<file path="config.mk">
export PLATFORM = sky130hd
export DESIGN_NAME = hyper_req_queue
export DESIGN_NICKNAME = d
export VERILOG_FILES = /design/src/rtl/hyper_pkg.sv /design/src/rtl/hyper_sync_fifo.sv /design/src/rtl/hyper_req_queue.sv
export SDC_FILE = /design/constraint.sdc
export NUM_CORES = 1
export LEC_CHECK = 0
export CORE_MARGIN = 8
export CORE_UTILIZATION = 40
export DETAILED_ROUTE_END_ITERATION = 12
export GPL_ROUTABILITY_DRIVEN = 0
export HOLD_SLACK_MARGIN = 0.08
export SYNTH_ARGS = -nofsm -noshare
export SYNTH_HDL_FRONTEND = slang
export SYNTH_SLANG_ARGS = --single-unit
</file>
<file path="constraint.sdc">
create_clock -name clk -period 3.2 [get_ports clk]
set_input_delay 0.32 -clock clk [delete_from_list [all_inputs] [get_ports clk]]
set_output_delay 0.32 -clock clk [all_outputs]
set_load 0.02 [all_outputs]
</file>
<file path="src/rtl/hyper_pkg.sv">
// Shared types and constants for the hyper_req_queue front-end:
// FSM encoding, command entry layout (we|addr|wdata|be|len, 75 bits) and burst limit.
package hyper_pkg;

    typedef enum logic [1:0] {
        IDLE     = 2'd0,
        ISSUE    = 2'd1,
        WAIT_BSY = 2'd2,
        RUN      = 2'd3
    } hyper_state_t;

    localparam int HYPER_MAX_BURST = 32;

    localparam int WE_W    = 1;
    localparam int ADDR_W  = 32;
    localparam int WDATA_W = 32;
    localparam int BE_W    = 4;
    localparam int LEN_W   = 6;

    localparam int LEN_LSB   = 0;
    localparam int BE_LSB    = LEN_LSB + LEN_W;
    localparam int WDATA_LSB = BE_LSB + BE_W;
    localparam int ADDR_LSB  = WDATA_LSB + WDATA_W;
    localparam int WE_LSB    = ADDR_LSB + ADDR_W;

    typedef struct packed {
        logic               we;
        logic [ADDR_W-1:0]  addr;
        logic [WDATA_W-1:0] wdata;
        logic [BE_W-1:0]    be;
        logic [LEN_W-1:0]   len;
    } hyper_cmd_t;

    localparam int CMD_W = WE_LSB + WE_W;
    localparam int RSP_W = 33;

    // A zero length means one dword; anything longer than a burst is cut to a burst.
    function automatic logic [LEN_W-1:0] clamp_len(input logic [LEN_W-1:0] len, input int max_burst);
        if (len == '0)
            return LEN_W'(1);
        if (int'(len) > max_burst)
            return LEN_W'(max_burst);
        return len;
    endfunction

endpackage

</file>
<file path="src/rtl/hyper_sync_fifo.sv">
// Synchronous show-ahead FIFO with registered full/empty and occupancy count.
// full resets high so the write port stays closed until the first clock after reset.
module hyper_sync_fifo #(
    parameter int WIDTH = 8,
    parameter int DEPTH = 4
) (
    input  logic                     clk,
    input  logic                     reset,
    input  logic                     push,
    input  logic [WIDTH-1:0]         din,
    input  logic                     pop,
    output logic [WIDTH-1:0]         dout,
    output logic                     full,
    output logic                     empty,
    output logic [$clog2(DEPTH):0]   count
);

    localparam int AW = $clog2(DEPTH);
    localparam int CW = AW + 1;

    logic [WIDTH-1:0] mem [DEPTH];
    logic [AW-1:0]    wr_ptr;
    logic [AW-1:0]    rd_ptr;
    logic             do_push;
    logic             do_pop;
    logic [CW-1:0]    count_next;

    assign do_push    = push && !full;
    assign do_pop     = pop && !empty;
    assign count_next = count + CW'(do_push) - CW'(do_pop);
    assign dout       = mem[rd_ptr];

    always_ff @(posedge clk or posedge reset) begin
        if (reset) begin
            wr_ptr <= '0;
            rd_ptr <= '0;
            count  <= '0;
            full   <= 1'b1;
            empty  <= 1'b1;
        end else begin
            if (do_push)
                wr_ptr <= wr_ptr + AW'(1);
            if (do_pop)
                rd_ptr <= rd_ptr + AW'(1);
            count <= count_next;
            full  <= (count_next == CW'(DEPTH));
            empty <= (count_next == '0);
        end
    end

    always_ff @(posedge clk) begin
        if (do_push)
            mem[wr_ptr] <= din;
    end

endmodule

</file>
<file path="src/rtl/hyper_req_queue.sv">
// Host-side command/response queue in front of hyper_xface.
// Optional HYPER_REQ_STATS_EN adds issued read/write counters.
//
// state    | meaning
// IDLE     | wait for a head command, idle controller and (reads) response credit
// ISSUE    | one-cycle rd/wr request, pop command, load burst counter and timer
// WAIT_BSY | wait for controller busy; give up and flag err_tmo on timeout
// RUN      | collect read strobes until busy drops
module hyper_req_queue
    import hyper_pkg::*;
#(
    parameter int CMD_DEPTH = 4,
    parameter int RSP_DEPTH = 32,
    parameter int MAX_BURST = HYPER_MAX_BURST,
    parameter int BUSY_TMO  = 16
) (
    input  logic        clk,
    input  logic        reset,
    input  logic        cmd_valid,
    output logic        cmd_ready,
    input  logic        cmd_we,
    input  logic [31:0] cmd_addr,
    input  logic [31:0] cmd_wdata,
    input  logic [3:0]  cmd_be,
    input  logic [5:0]  cmd_len,
    output logic        rsp_valid,
    input  logic        rsp_ready,
    output logic [31:0] rsp_data,
    output logic        rsp_last,
    output logic        x_rd_req,
    output logic        x_wr_req,
    output logic [31:0] x_addr,
    output logic [31:0] x_wr_d,
    output logic [3:0]  x_wr_byte_en,
    output logic [5:0]  x_rd_num_dwords,
    input  logic        x_busy,
    input  logic        x_rd_rdy,
    input  logic [31:0] x_rd_d,
    output logic        err_tmo
`ifdef HYPER_REQ_STATS_EN
    ,
    output logic [31:0] stat_rd_cnt,
    output logic [31:0] stat_wr_cnt
`endif
);

    localparam int CCW = $clog2(CMD_DEPTH) + 1;
    localparam int RCW = $clog2(RSP_DEPTH) + 1;
    localparam int TW  = $clog2(BUSY_TMO) + 1;

    hyper_state_t     state, state_next;
    hyper_cmd_t       cmd_in, head;
    logic             cmd_full, cmd_empty, cmd_pop;
    logic [CCW-1:0]   cmd_count;
    logic             rsp_push, rsp_full, rsp_empty;
    logic [RCW-1:0]   rsp_count;
    logic [RSP_W-1:0] rsp_dout;
    logic [5:0]       head_len;
    logic             credit_ok, load_x, tmo_hit, cur_we;
    logic [5:0]       len_cnt;
    logic [TW-1:0]    tmr;
    logic             status_unused;

    assign cmd_in    = {cmd_we, cmd_addr, cmd_wdata, cmd_be, cmd_len};
    assign cmd_ready = !cmd_full;

    hyper_sync_fifo #(.WIDTH(CMD_W), .DEPTH(CMD_DEPTH)) u_cmd_fifo (
        .clk   (clk),
        .reset (reset),
        .push  (cmd_valid),
        .din   (cmd_in),
        .pop   (cmd_pop),
        .dout  (head),
        .full  (cmd_full),
        .empty (cmd_empty),
        .count (cmd_count)
    );

    hyper_sync_fifo #(.WIDTH(RSP_W), .DEPTH(RSP_DEPTH)) u_rsp_fifo (
        .clk   (clk),
        .reset (reset),
        .push  (rsp_push),
        .din   ({len_cnt == 6'd1, x_rd_d}),
        .pop   (rsp_ready),
        .dout  (rsp_dout),
        .full  (rsp_full),
        .empty (rsp_empty),
        .count (rsp_count)
    );

    // Occupancy of the command queue and response full are informational only.
    assign status_unused = ^{cmd_count, rsp_full};

    assign head_len  = clamp_len(head.len, MAX_BURST);
    assign credit_ok = head.we || ((RSP_DEPTH - int'(rsp_count)) >= int'(head_len));
    assign tmo_hit   = (state == WAIT_BSY) && !x_busy && (tmr == '0);
    assign rsp_push  = (state == RUN) && !cur_we && x_rd_rdy && (len_cnt != '0);

    assign x_rd_req  = (state == ISSUE) && !cur_we;
    assign x_wr_req  = (state == ISSUE) && cur_we;
    assign rsp_valid = !rsp_empty;
    assign rsp_data  = rsp_valid ? rsp_dout[31:0] : 32'd0;
    assign rsp_last  = rsp_valid && rsp_dout[32];

    always_ff @(posedge clk or posedge reset) begin
        if (reset)
            state <= IDLE;
        else
            state <= state_next;
    end

    always_comb begin
        state_next = state;
        cmd_pop    = 1'b0;
        load_x     = 1'b0;
        case (state)
            IDLE: begin
                if (!cmd_empty && !x_busy && credit_ok) begin
                    state_next = ISSUE;
                    load_x     = 1'b1;
                end
            end
            ISSUE: begin
                cmd_pop    = 1'b1;
                state_next = WAIT_BSY;
            end
            WAIT_BSY: begin
                if (x_busy)
                    state_next = RUN;
                else if (tmo_hit)
                    state_next = IDLE;
            end
            RUN: begin
                if (!x_busy)
                    state_next = IDLE;
            end
            default: state_next = IDLE;
        endcase
    end

    // Timer is loaded in ISSUE so the window counts from the request cycle itself.
    always_ff @(posedge clk or posedge reset) begin
        if (reset) begin
            cur_we          <= 1'b0;
            x_addr          <= '0;
            x_wr_d          <= '0;
            x_wr_byte_en    <= '0;
            x_rd_num_dwords <= '0;
            len_cnt         <= '0;
            tmr             <= '0;
            err_tmo         <= 1'b0;
        end else begin
            if (load_x) begin
                cur_we          <= head.we;
                x_addr          <= head.addr;
                x_wr_d          <= head.wdata;
                x_wr_byte_en    <= head.be;
                x_rd_num_dwords <= head_len;
            end
            if (state == ISSUE) begin
                len_cnt <= x_rd_num_dwords;
                tmr     <= TW'(BUSY_TMO - 2);
            end else begin
                if ((state == WAIT_BSY) && (tmr != '0))
                    tmr <= tmr - TW'(1);
                if (rsp_push)
                    len_cnt <= len_cnt - 6'd1;
            end
            if (tmo_hit)
                err_tmo <= 1'b1;
        end
    end

`ifdef HYPER_REQ_STATS_EN
    always_ff @(posedge clk or posedge reset) begin
        if (reset) begin
            stat_rd_cnt <= '0;
            stat_wr_cnt <= '0;
        end else begin
            if (x_rd_req)
                stat_rd_cnt <= stat_rd_cnt + 32'd1;
            if (x_wr_req)
                stat_wr_cnt <= stat_wr_cnt + 32'd1;
        end
    end
`endif

endmodule
</file>
After elaboration in Yosys (flattened, before gate mapping)
Memory sizes are Yosys's and may differ from the RTL's.
Index checks and enable logic that the tools add are counted.
{"block": "op_classes", "add_sub_neg": 11, "order_cmp": 2, "n_eq_ne": 9, "n_mux": 24, "reduce_logical": 32}
{"operator": "6-bit 2-to-1 mux", "count": 6}
{"operator": "32-bit 2-to-1 mux", "count": 1}
{"operator": "1-bit logical AND", "count": 15}
{"operator": "6-bit zero test", "count": 2}
{"operator": "5-bit by 1-bit adder with 5-bit output, second input constant", "count": 2}
{"operator": "1-bit 2-to-1 mux", "count": 10}
{"operator": "5-bit 2-to-1 mux", "count": 2}
{"operator": "2-bit 2-to-1 mux", "count": 4}
{"operator": "2-bit case mux with 4 select lines", "count": 1}
{"operator": "7-bit greater-or-equal comparator", "count": 1}
{"operator": "6-bit by 6-bit subtractor with 7-bit output, first input constant", "count": 1}
{"operator": "6-bit by 1-bit adder with 6-bit output", "count": 1}
{"operator": "6-bit by 1-bit == test with 1-bit output, second input constant", "count": 1}
{"operator": "6-bit == test, second input constant", "count": 1}
{"operator": "6-bit > comparator, second input constant", "count": 1}
{"operator": "1-bit zero test", "count": 6}
{"operator": "6-bit nonzero test", "count": 1}
{"operator": "6-bit by 1-bit subtractor with 6-bit output", "count": 1}
{"operator": "6-bit by 1-bit subtractor with 6-bit output, second input constant", "count": 1}
{"operator": "5-bit zero test", "count": 1}
{"operator": "5-bit nonzero test", "count": 1}
{"operator": "5-bit by 1-bit subtractor with 5-bit output, second input constant", "count": 1}
{"operator": "2-bit by 1-bit adder with 2-bit output, second input constant", "count": 2}
{"operator": "2-bit == test, second input constant", "count": 2}
{"operator": "11 further kinds", "count": 13}
{"block": "word_totals", "register_bits": 116, "mem_bits_rw": 1356, "in_bits": 113, "out_inout_bits": 112, "mem_count": 2}
{"name": "u_rsp_fifo.mem", "depth": 32, "width": 33, "read_ports": 1, "rd_clocked_by_memory_dff": 0, "wr": 1, "line": "hyper_sync_fifo.sv:21", "text": "logic [WIDTH-1:0] mem [DEPTH];"}
{"name": "u_cmd_fifo.mem", "depth": 4, "width": 75, "read_ports": 1, "rd_clocked_by_memory_dff": 0, "wr": 1, "line": "hyper_sync_fifo.sv:21"}

Logic depth before layout (Yosys ltp)
An unclocked memory read counts as a cell.
{"block": "depth", "depth_word": 11, "ltp_mapped": 14, "ltp_nobuf": 12}

Modules after synthesis
Synthesis repeated with hierarchy kept, for this count alone.
{"block": "hier_totals", "hier_cells": 2602, "area_unflattened_um2": 56431.6}
{"module": "hyper_sync_fifo at u_rsp_fifo", "n_inst": 1, "cells_each": 1853, "area_each_um2": 40929.3, "seq_area_each_um2": 32163.3}
{"module": "hyper_sync_fifo at u_cmd_fifo", "n_inst": 1, "cells_each": 429, "area_each_um2": 11323.4, "seq_area_each_um2": 9236.4}
{"module": "hyper_req_queue", "n_inst": 1, "cells_each": 320, "area_each_um2": 4179.0, "seq_area_each_um2": 2227.1}

Worst setup path after synthesis
No wires, ideal clock.
{"block": "synth_path", "path_type": "register -> register", "from": "register len_cnt[0]", "to": "memory u_rsp_fifo.mem[30][0] (netlist name) (enable)", "setup_ns": 0.423, "arrival_time_ns": 2.953, "required_time_ns": 2.777, "setup_slack_ns": -0.176, "path_stages_with_launch": 7, "path_buffers": 0, "path_cell_list": "dfrtp_1 inv_1 ha_1 nor3b_1 a211oi_2 nand2_1 nor2_1"}
{"block": "synth_between", "elab_chain_cells": 5}
{"element": "start, declared", "line": "hyper_req_queue.sv:60", "text": "logic [5:0] len_cnt;"}
{"element": "start signal, assigned", "line": "hyper_req_queue.sv:161", "text": "len_cnt <= x_rd_num_dwords;"}
{"element": "start signal, assigned", "line": "hyper_req_queue.sv:167", "text": "len_cnt <= len_cnt - 6'd1;"}
{"element": "6-bit nonzero test", "line": "hyper_req_queue.sv:97", "text": "assign rsp_push = (state == RUN) && !cur_we && x_rd_rdy && (len_cnt != '0);"}
{"element": "1-bit logical AND", "line": "hyper_req_queue.sv:97"}
{"element": "1-bit logical AND", "line": "hyper_sync_fifo.sv:28", "text": "assign do_push = push && !full;"}
{"element": "named net u_rsp_fifo.do_push", "line": "hyper_sync_fifo.sv:24", "text": "logic do_push;"}
{"element": "1-bit 2-to-1 mux", "line": "hyper_sync_fifo.sv:52", "text": "if (do_push)"}
{"element": "1-bit 2-to-1 mux (not written as such)", "line": "hyper_sync_fifo.sv:53", "text": "mem[wr_ptr] <= din;"}
{"element": "end, declared", "line": "hyper_sync_fifo.sv:21"}
The timed path passes the listed nets, and every way through them passes these cells.

Worst setup path after layout
{"block": "layout_path", "from": "register u_cmd_fifo.rd_ptr[0]", "to": "register x_rd_num_dwords[0]"}
{"block": "layout_between", "elab_chain_cells": 11, "word_cells_on_any_way": 14}
{"element": "start, declared", "line": "hyper_sync_fifo.sv:23", "text": "logic [AW-1:0] rd_ptr;"}
{"element": "start signal, assigned", "line": "hyper_sync_fifo.sv:44", "text": "rd_ptr <= rd_ptr + AW'(1);"}
{"element": "memory read 4 x 75 bit (*)"}
{"element": "6-bit > comparator", "line": "hyper_pkg.sv:41", "text": "if (int'(len) > max_burst)"}
{"element": "1-bit 2-to-1 mux (2 in series)", "line": "hyper_pkg.sv:41"}
{"element": "6-bit 2-to-1 mux", "line": "hyper_pkg.sv:43", "text": "return len;"}
{"element": "6-bit 2-to-1 mux", "line": "hyper_pkg.sv:41"}
{"element": "7-bit greater-or-equal comparator", "line": "hyper_req_queue.sv:95", "text": "assign credit_ok = head.we || ((RSP_DEPTH - int'(rsp_count)) >= int'(head_len));"}
{"element": "1-bit logical OR", "line": "hyper_req_queue.sv:95"}
{"element": "1-bit logical AND", "line": "hyper_req_queue.sv:118", "text": "if (!cmd_empty && !x_busy && credit_ok) begin"}
{"element": "1-bit 2-to-1 mux", "line": "hyper_req_queue.sv:118"}
{"element": "1-bit 2-to-1 mux", "line": "hyper_req_queue.sv:116", "text": "case (state)"}
{"element": "end signal, assigned", "line": "hyper_req_queue.sv:158", "text": "x_rd_num_dwords <= head_len;"}
{"element": "end, declared", "line": "hyper_req_queue.sv:35", "text": "output logic [5:0] x_rd_num_dwords,"}
Mark *: on every way between the ends. The rest lies on a longest branch, timed or not. The select of a mux whose other input is x is not followed.
A chain may end at the register's enable or synchronous reset.

==> summary.txt <==
Placed design
  – HPWL after detailed placement: 79.48 mm
  – Quantity of I/O buffers inserted on ports: 224
  – Post-placement worst setup slack: -0.4202 ns

Yosys
  – Count of flip-flops with a built-in enable after synthesis: 1356
  – Mapped cell area: 56580 um^2
  – Mapped Avg Cell Area: 21.94 um^2
  – Count leader, synth: edfxtp_1
  – Top cell type by total area after synthesis: edfxtp_1
  – Dominant cells by area after synthesis: edfxtp_1 72%, mux4_2 13%, dfrtp_1 5.0%
  – Synth Net Count: 2726
  – Top cells by instance count after synthesis: 1356 x edfxtp_1, 326 x mux4_2, 112 x dfrtp_1
  – Number of synthesized register bits: 1472
  – Async set-or-reset flop fraction in the synthesized netlist: 7.880%
  – Synthesized instance count: 2579
  – Share of the synthesized area in the top cell type: 71.97%
  – Sequential-to-total area share from yosys stat: 77.11%
  – Most used DFF post-synth: edfxtp_1
  – Count of warnings emitted by yosys: 0
  – Number of distinct library cells after synthesis: 56

Hold path
  – Worst Hold Launch: cmd_wdata[23]
  – HP Class: in2reg
  – Hold Path End: u_cmd_fifo.mem[2][33]
  – Number of cells on the worst hold path: 1

Worst setup path
  – Flop-to-flop setup slack: -0.23 ns
  – Capturing point of the worst reg2reg path: x_rd_num_dwords[0]
  – Critical path capture point type: flip-flop
  – Crit path arrival time: 4.08 ns
  – Maximum fanout along the worst path: 7
  – Count of cells along the worst register-to-register path: 14
  – Worst Setup Start Kind: flip-flop
  – Required time of the worst setup path: 3.85 ns
  – Worst R2R Start: u_cmd_fifo.rd_ptr[0]
  – Worst setup path class: reg2reg

Clocking
  – Number of buffers created by CTS: 153
  – Clock insertion delay at the later pin of the skew report: 0.79 ns
  – Clock input transition at the sequential cells of the worst setup and hold paths: 0.06 ns
  – Clock Tree Root: clkbuf_16
  – Clock tree from TritonCTS: built
  – Clock Tree Buf Depth: 3
  – CTS H-tree lvls: 4
  – Clock net sink count: 1472

Die
  – Count of boundary I/O pins: 225
  – Standard-cell rows: 138
  – Die outline area: 153700 um^2
  – Core area: 141100 um^2
  – Initial cell density of the core: 40.11%
  – Width of the die: 392.1 um
  – Vertical die dimension: 392.1 um

Global route
  – Number of antenna violations at the first check in global routing: 15
  – Pin count of the biggest net entering global routing: 57
  – Number of global-route vias before repair: 30200
  – Overflow left after global routing: 0
  – Global-route wire length before repair: 206.4 mm
  – Global routing usage summed across all routing layers: 18.30%

Drt
  – Count of antenna-violating nets left after detailed routing: 0
  – Remaining routing DRC violations: 0
  – Aggregate routed wire length: 142.3 mm
  – Ratio of routed vias to standard cells: 5.471
  – DR pass1 iterations: 5
  – Starting DRC count in detailed routing: 2383
  – Post-detailed-route wirelength per cell: 27.66 um
  – Via count: 28160

Cells and area
  – Area growth, synth to finish: 25.99%
  – Number of nets in the final layout: 3274
  – Fraction of layout cells with a size suffix above 1: 36.40%

STA
  – Post-Route Skew: 0.02779 ns
  – Achievable clock frequency: 291.3 MHz
  – Number of endpoints with negative hold slack in the final report: 0
  – Hold slack final: 0.1698 ns
  – Pins Over Slew Limit: 0
  – Final number of setup-violating endpoints: 107
  – Worst-margin pin slew: 1.217 ns
  – Slew HR: 18.60%
  – RSZ-0062 raised after global routing: yes
  – Setup WS post-layout: -0.2327 ns
  – Final period util: 107.3%
  – Shortest period the worst path allows: 3.433 ns
  – Setup TNS Final: -16.57 ns

Power
  – Internal Pwr Total: 46.36 mW
  – NetSw: 21.10 mW
  – Fraction of power spent switching nets: 31.28%
  – Clock network fraction of design power: 25.9%
  – Share of total power in combinational logic: 39.0%
  – Fraction of power consumed by sequential logic: 35.1%
  – Power Density: 946.3 nW/um^2
  – Static leakage: 24.01 nW
  – Peak supply drop: 710.1 uV

Status
  – Run status: finished, violations left
  – Failing checks: negative setup slack

Flow run
  – Number of maximum-capacitance constraint violations: 0
-- flip-flops by register name, indices dropped and copies added, names as in the netlist, 3 cells and up --
signal	cells
x_addr	32
u_cmd_fifo.mem	300
len_cnt	6
u_cmd_fifo.count	3
u_rsp_fifo.count	6
x_wr_d	32
x_wr_byte_en	4
x_rd_num_dwords	6
tmr	5
u_rsp_fifo.wr_ptr	5
u_rsp_fifo.mem	1056
u_rsp_fifo.rd_ptr	5
-- worst max path at each step --
stage                          from                    end  slack (ns)  cells past startpoint
2_1_floorplan            len_cnt[0]  u_rsp_fifo.mem[30][0]       -0.18                      6
3_3_place_gp   u_cmd_fifo.rd_ptr[0]        x_wr_byte_en[3]       -0.56                     12
3_5_place_dp   u_cmd_fifo.rd_ptr[0]              x_wr_d[7]       -0.42                     12
4_1_cts        u_rsp_fifo.rd_ptr[1]               rsp_last       -0.26                      9
5_1_grt        u_cmd_fifo.rd_ptr[0]     x_rd_num_dwords[0]       -0.35                     13
6_report       u_cmd_fifo.rd_ptr[0]     x_rd_num_dwords[0]       -0.23                     14
-- power groups by stage --
stage / Sequential, mW / Clock, mW / Combinational (mW)
3_3_place_gp: 23.9 / 0 / 19.4
4_1_cts: 23.6 / 17.8 / 25.2
6_report: 23.7 / 17.5 / 26.3
5_1_grt: 23.8 / 18.5 / 27.8
2_1_floorplan: 24.2 / 0 / 11.9
3_5_place_dp: 24.0 / 0 / 19.7
-- worst max-delay path: stages, from the launching register on --
cell and delay, ns:
dfrtp_4 0.50, buf_4 0.15, buf_4 0.13, buf_4 0.14, mux4_2 0.45, inv_1 0.11, buf_4 0.13, nand2_1 0.08
ha_1 0.26, nor3_2 0.25, o21ai_2 0.10, a31oi_4 0.29, clkbuf_16 0.23, buf_16 0.15, mux2_1 0.32
-- what timing repair did --
item / CTS / global route
gates resized for setup: 428 / 127
gates cloned: 33 / 5
hold buffers: 1 / 0
endpoints found under the hold margin: 16 / 0
endpoints found under the setup margin: 109 / 109
pin swaps: 41 / 43
buffers inserted: 77 / 39
-- cell usage in the layout, fill, tap and decap left out, drive strengths merged, types with 3 or more instances in the layout --
cell type	netlist	final
edfxtp	1356	1356
mux4	326	326
buf	83	322
clkbuf	47	207
clkdlybuf4s50	0	191
mux2	124	124
dfrtp	112	112
mux2i	98	98
nand2	80	80
o21ai	63	63
clkinv	0	50
nor2	49	49
inv	35	46
o22ai	34	34
ha	32	32
xnor2	16	16
a22oi	14	14
a32oi	13	13
o21a	13	13
bufinv	0	11
a21oi	8	8
clkinvlp	0	7
nor3	7	7
and2	6	6
nor2b	6	6
nand3	5	5
xor2	5	5
nand2b	5	5
bufbuf	0	4
dfstp	4	4
diode	0	3
nand4	3	3
a21o	3	3
a211oi	3	3
or2	3	3
-- area by class of cell --
cell class,instances,area (um^2)
diodes,3,7.507
clock buffers,202,4136
clock inverters,79,817.0
fillers,11080,69780
inverters,35,135.1
multi-input cells,942,13620
flip-flops and latches,1472,43650
well taps,1890,2365
repair buffers,523,6558
-- logic make-up after synthesis --
kind of cell             Yosys count  share of synthesized area [%]
AND/OR/NAND/NOR                  179                          1.435
multiplexers                     548                          17.18
buffers and inverters            165                          1.362
XOR/XNOR                          21                         0.3251
AO/OA/AOI/OAI                    160                          1.816
flip-flops                      1472                          77.11
adder cells (fa/ha/maj)           34                         0.7784
-- per-stage QoR --
stage	power [mW]	cell area [um^2]	std cells	util, %
after global routing	70.20	71280	5144	50.53
after CTS	66.69	70560	5112	50.02
final	67.46	71280	5146	50.53
after detailed placement	43.71	62720	4722	44.46
after floorplan	36.05	56580	2579	-
after global placement	43.34	62720	4722	44.46
-- layer usage --
layer / GRT usage, % / part of all wire [%] / vias to the layer above
met5: 0 / 0.081 / -
met4: 4.904 / 2.3 / 18
met3: 5.059 / 7.6 / 216
met2: 30.38 / 49 / 1009
met1: 23.87 / 41 / 15100
li1: - / - / 11820
No activity file was read; power rests on OpenSTA's default activity.
